$ cat config.mk
export PLATFORM = sky130hd
export DESIGN_NAME = pcx_iq_buf
export DESIGN_NICKNAME = d
export VERILOG_FILES = /design/src/rtl/pcx_iq_pkg.sv /design/src/rtl/pcx_iq_ram.sv /design/src/rtl/pcx_iq_buf.sv
export SDC_FILE = /design/constraint.sdc
export NUM_CORES = 2
export LEC_CHECK = 0
export CORE_ASPECT_RATIO = 1.75
export CORE_MARGIN = 2
export CORE_UTILIZATION = 55
export CTS_CLUSTER_SIZE = 24
export DETAILED_ROUTE_END_ITERATION = 8
export PLACE_DENSITY = 0.69
export SLEW_MARGIN = 0
export SYNTH_ARGS = -nofsm -noshare
export SYNTH_HDL_FRONTEND = slang
export SYNTH_SLANG_ARGS = --single-unit
$ cat constraint.sdc
create_clock -name rclk -period 34.3 [get_ports rclk]
set_clock_uncertainty 0.1 [all_clocks]
set_input_delay 10.29 -clock rclk [delete_from_list [all_inputs] [get_ports rclk]]
set_output_delay 10.29 -clock rclk [all_outputs]
set_load 0.03 [all_outputs]
$ cat src/rtl/pcx_iq_pkg.sv
// Shared sizing constants for the PCX input-queue buffer on the L2 side of the crossbar.
package pcx_iq_pkg;

    localparam int PCX_WIDTH       = 124;
    localparam int PCX_IQ_DEPTH    = 16;
    localparam int PCX_IQ_HEADROOM = 3;
    localparam int PCX_IQ_PW       = $clog2(PCX_IQ_DEPTH) + 1;

endpackage

$ cat src/rtl/pcx_iq_ram.sv
// DEPTH x WIDTH storage array: one synchronous write port, one asynchronous read port, no reset.
module pcx_iq_ram
    import pcx_iq_pkg::*;
#(
    parameter int WIDTH = PCX_WIDTH,
    parameter int DEPTH = PCX_IQ_DEPTH,
    parameter int AW    = $clog2(DEPTH)
) (
    input  logic             clk_i,
    input  logic             we_i,
    input  logic [AW-1:0]    waddr_i,
    input  logic [WIDTH-1:0] wdata_i,
    input  logic [AW-1:0]    raddr_i,
    output logic [WIDTH-1:0] rdata_o
);

    logic [WIDTH-1:0] mem_q [DEPTH];

    always_ff @(posedge clk_i) begin
        if (we_i) begin
            mem_q[waddr_i] <= wdata_i;
        end
    end

    assign rdata_o = mem_q[raddr_i];

endmodule

$ cat src/rtl/pcx_iq_buf.sv
// PCX input-queue buffer: in-order circular buffer after PX2 with registered back-pressure
// to the crossbar arbiter and a sticky overflow flag.
module pcx_iq_buf
    import pcx_iq_pkg::*;
#(
    parameter int WIDTH    = PCX_WIDTH,
    parameter int DEPTH    = PCX_IQ_DEPTH,
    parameter int HEADROOM = PCX_IQ_HEADROOM
) (
    input  logic                   rclk,
    input  logic                   arst_l,
    input  logic [WIDTH-1:0]       pcx_data_px2,
    input  logic                   pcx_data_rdy_px2,
    output logic                   pcx_stall_pq,
    output logic                   iq_vld,
    output logic [WIDTH-1:0]       iq_data,
    input  logic                   iq_pop,
    output logic [$clog2(DEPTH):0] iq_cnt,
    output logic                   iq_ovf_err
);

    localparam int AW = $clog2(DEPTH);
    localparam int PW = AW + 1;
    localparam logic [PW-1:0] STALL_THR = PW'(DEPTH - HEADROOM);

    logic [PW-1:0] wr_ptr_q, wr_ptr_d;
    logic [PW-1:0] rd_ptr_q, rd_ptr_d;
    logic          stall_q, stall_d;
    logic          ovf_q, ovf_d;
    logic [PW-1:0] cnt, cnt_nxt;
    logic          empty, full, push_ok, pop_ok;

    assign empty = (wr_ptr_q == rd_ptr_q);
    assign full  = (wr_ptr_q[AW-1:0] == rd_ptr_q[AW-1:0]) && (wr_ptr_q[AW] != rd_ptr_q[AW]);
    assign cnt   = wr_ptr_q - rd_ptr_q;

    // A pop on a full buffer frees the slot the simultaneous push lands in.
    assign pop_ok  = iq_pop && !empty;
    assign push_ok = pcx_data_rdy_px2 && (!full || pop_ok);

    always_comb begin
        wr_ptr_d = wr_ptr_q;
        rd_ptr_d = rd_ptr_q;
        cnt_nxt  = cnt;
        if (push_ok) begin
            wr_ptr_d = wr_ptr_q + PW'(1);
        end
        if (pop_ok) begin
            rd_ptr_d = rd_ptr_q + PW'(1);
        end
        case ({push_ok, pop_ok})
            2'b10:   cnt_nxt = cnt + PW'(1);
            2'b01:   cnt_nxt = cnt - PW'(1);
            default: cnt_nxt = cnt;
        endcase
        stall_d = (cnt_nxt >= STALL_THR);
        ovf_d   = ovf_q || (pcx_data_rdy_px2 && full && !pop_ok);
    end

    always_ff @(posedge rclk or negedge arst_l) begin
        if (!arst_l) begin
            wr_ptr_q <= '0;
            rd_ptr_q <= '0;
            stall_q  <= 1'b0;
            ovf_q    <= 1'b0;
        end else begin
            wr_ptr_q <= wr_ptr_d;
            rd_ptr_q <= rd_ptr_d;
            stall_q  <= stall_d;
            ovf_q    <= ovf_d;
        end
    end

    pcx_iq_ram #(
        .WIDTH (WIDTH),
        .DEPTH (DEPTH)
    ) u_ram (
        .clk_i   (rclk),
        .we_i    (push_ok),
        .waddr_i (wr_ptr_q[AW-1:0]),
        .wdata_i (pcx_data_px2),
        .raddr_i (rd_ptr_q[AW-1:0]),
        .rdata_o (iq_data)
    );

    assign iq_vld       = !empty;
    assign iq_cnt       = cnt;
    assign pcx_stall_pq = stall_q;
    assign iq_ovf_err   = ovf_q;

endmodule

==> metrics.cfg <==
[power_and_ir_drop]
peakVddDrop_mv=0.0985
power.share.clock_pct=26.4
switchingPower_w=0.00227
switching_share_pct=30.4
leakagePower_nw=26.4
sequentialPowerShare_pct=40.7
internal_power_w=0.00519
powerDensity_mw_per_mm2=87.0
combPwrFrac_pct=33.0

[timing]
setup_viol=0
tightest_slew_ps=1240
worst_slack_ps=15050
slew_headroom_pct=16.9
tns_ps=0
fin_crit_sh_pct=56.1
drv_slew=0
finalHoldViolCount=0
rsz0062_at_grt=no
fmax_mhz=51.9
period_minus_slack_ps=19250

[cts]
cts_root_buffer=clkbuf_16
numCtsBuffers=168
clock_latency_ps=780
cts_max_level=4
clk_pin_slew_ps=70
cts_setup_buffers=0
ctsResizeCount=0
cts_buffer_depth=3
clkSinkCount=1996
cts_hold_buf=0
cts_tree=done

[placed_design]
gp_congestion=0.759
portBuffers=259
dp_cells=4858
dp_slack_ps=15490
dpl.hpwl_mm=83.4
place_area_mm2=0.0801

[route]
viasPerCell=6.36
wire_per_inst_um=32.3
finalWirelength_mm=167
drt_iter0_drc=3156
via_count=32880
drtPass1Iterations=5
drc=0
ant_nets=0

[floorplanning]
die_h_um=494
io_pins=260
fp.dieW_um=284
start_util_pct=55.4
rows=179
coreArea_mm2=0.136
die_area_mm2=0.140

[layout]
stdcell_area_mm2=0.0858
nNetsFinal=3357
final_util_pct=63.1
mostFrequentLayoutCell=edfxtp_1
area_growth_pct=13.9
drive_gt1_share_pct=28.2
stdcell_count=5169
layout_common_cells=edfxtp_1, mux4_2, clkdlybuf4s50_1
fillCellCount=8830

[critical_path]
cp-start-kind=register
r2r_cells=11
r2r_end=u_ram.mem_q[4][42]
critical_path_peak_fanout=56
endpoint_kind=output pin
worstSetupPathType=register to output pin
crit_required_ps=23910
reg2reg_from=rd_ptr_q[1]
worst_ep_arrival_time_ps=8860
r2r_slack_ps=26760

[hold_path]
hp-start=iq_ovf_err
min_to=iq_ovf_err
hold_class=register to register
whs_path_depth=1

[global_routing]
grt_pass1_wl_mm=242
first_global_vias=35187
grt_overflow=0
antenna_found_initial=23
grt_max_degree=152
track_usage_pct=24.2

[synth]
synth_top_area_share_pct=79.1
avgSynthCellArea_um2=26.3
synth_area_mm2=0.0753
yosys_warnings=0
yosysSeqAreaShare_pct=79.5
synth_area_leader_cell=edfxtp_1
ys_ff_latch=1996
synth_cells=2868
synth_fp_nets=3007
ys_top_cells_by_area=edfxtp_1, mux4_2, dfrtp_1
yosys.cell_types.count=40

[run]
maxCapViolations=0

[status]
status=finished, final reports clean

-- final cells by class --
| class | instances | area, µm² | share of cell area, % |
|---|---|---|---|
| timing repair buffer | 323 | 3150 | 3.67 |
| sequential | 1996 | 59900 | 69.8 |
| antenna | 5 | 12.5 | 0.0146 |
| multi-input combinational | 721 | 14800 | 17.2 |
| clock inverter | 107 | 1270 | 1.48 |
| tap | 1810 | 2260 | 2.64 |
| clock buffer | 199 | 4410 | 5.14 |
| inverter | 8 | 37.5 | 0.0438 |
-- Yosys cell counts --
cell type,number
mux2i_1,2
clkbuf_1,61
a221oi_1,1
nand3_1,1
xnor2_1,8
and2_1,3
nor3_1,5
o2111ai_1,1
dfrtp_1,12
a21boi_0,1
buf_2,30
a21o_1,4
buf_4,1
fa_1,1
edfxtp_1,1984
a32oi_1,1
o21ai_0,6
ha_1,10
inv_1,7
buf_6,26
and3_1,1
a211oi_1,1
mux2_1,1
nand2b_1,2
nand2_1,14
o21ai_1,1
nor2b_1,2
and3b_1,1
o211a_1,1
or3_1,1
nor3b_1,1
mux4_2,620
nor2_1,15
buf_1,25
nand4_1,4
and4_1,1
inv_2,1
a21oi_1,5
xor2_1,5
a22o_1,1
-- cells by family after synthesis --
group	Yosys count	synth area share (%)
compound gates	23	0.199
xor+xnor	13	0.151
fa+ha+maj	11	0.193
buf+inv	151	1.07
flops	1996	79.5
mux	623	18.6
simple gates	51	0.326
-- worst max-delay path by stage --
| stage | slack, ps | endpoint | cells past startpoint | from |
|---|---|---|---|---|
| after floorplan | 14210 | u_ram.mem_q[3][0] | 5 | iq_pop |
| after global placement | 15670 | iq_data[33] | 9 | rd_ptr_q[0] |
| after detailed placement | 15490 | iq_data[89] | 9 | rd_ptr_q[0] |
| after CTS | 14610 | iq_data[102] | 9 | rd_ptr_q[0] |
| after global routing | 14050 | iq_data[89] | 9 | rd_ptr_q[0] |
| final | 15050 | iq_data[102] | 9 | rd_ptr_q[0] |
-- state kept, by name (all words and copies together) (netlist names) --
signal and flops:
iq_ovf_err 1, pcx_stall_pq 1, u_ram.mem_q 1984, wr_ptr_q 5, rd_ptr_q 5
-- through the flow --
stage                     power (W)  hold WS [ps]
final                       0.00746           367
after global routing        0.00774           383
after CTS                   0.00755           368
after detailed placement    0.00559           348
after global placement      0.00554           345
after floorplan             0.00480           386
-- power by group through the flow --
stage	sequential [W]	clock [W]	combinational, W
2_1_floorplan	0.00307	0	0.00173
3_3_place_gp	0.00307	0	0.00246
3_5_place_dp	0.00309	0	0.00250
4_1_cts	0.00304	0.00200	0.00251
5_1_grt	0.00305	0.00208	0.00260
6_report	0.00304	0.00197	0.00246
-- per-layer routing --
metal | vias to the layer above | wire [µm] | track usage (%)
met1 | 18123 | 63100 | 31.3
met5 | - | 184 | 0
met2 | 1152 | 88800 | 42.4
li1 | 13314 | - | -
met4 | 30 | 3600 | 6.15
met3 | 261 | 11300 | 5.09
-- worst max-delay path: stages, from the launching register on --
cell and delay, ps:
dfrtp_4 1100, buf_4 850, buf_4 640, buf_4 790
buf_4 860, buf_4 1000, buf_4 880, mux4_2 600
mux4_2 500, clkdlybuf4s50_1 620
(Power assumes the default switching activity.)
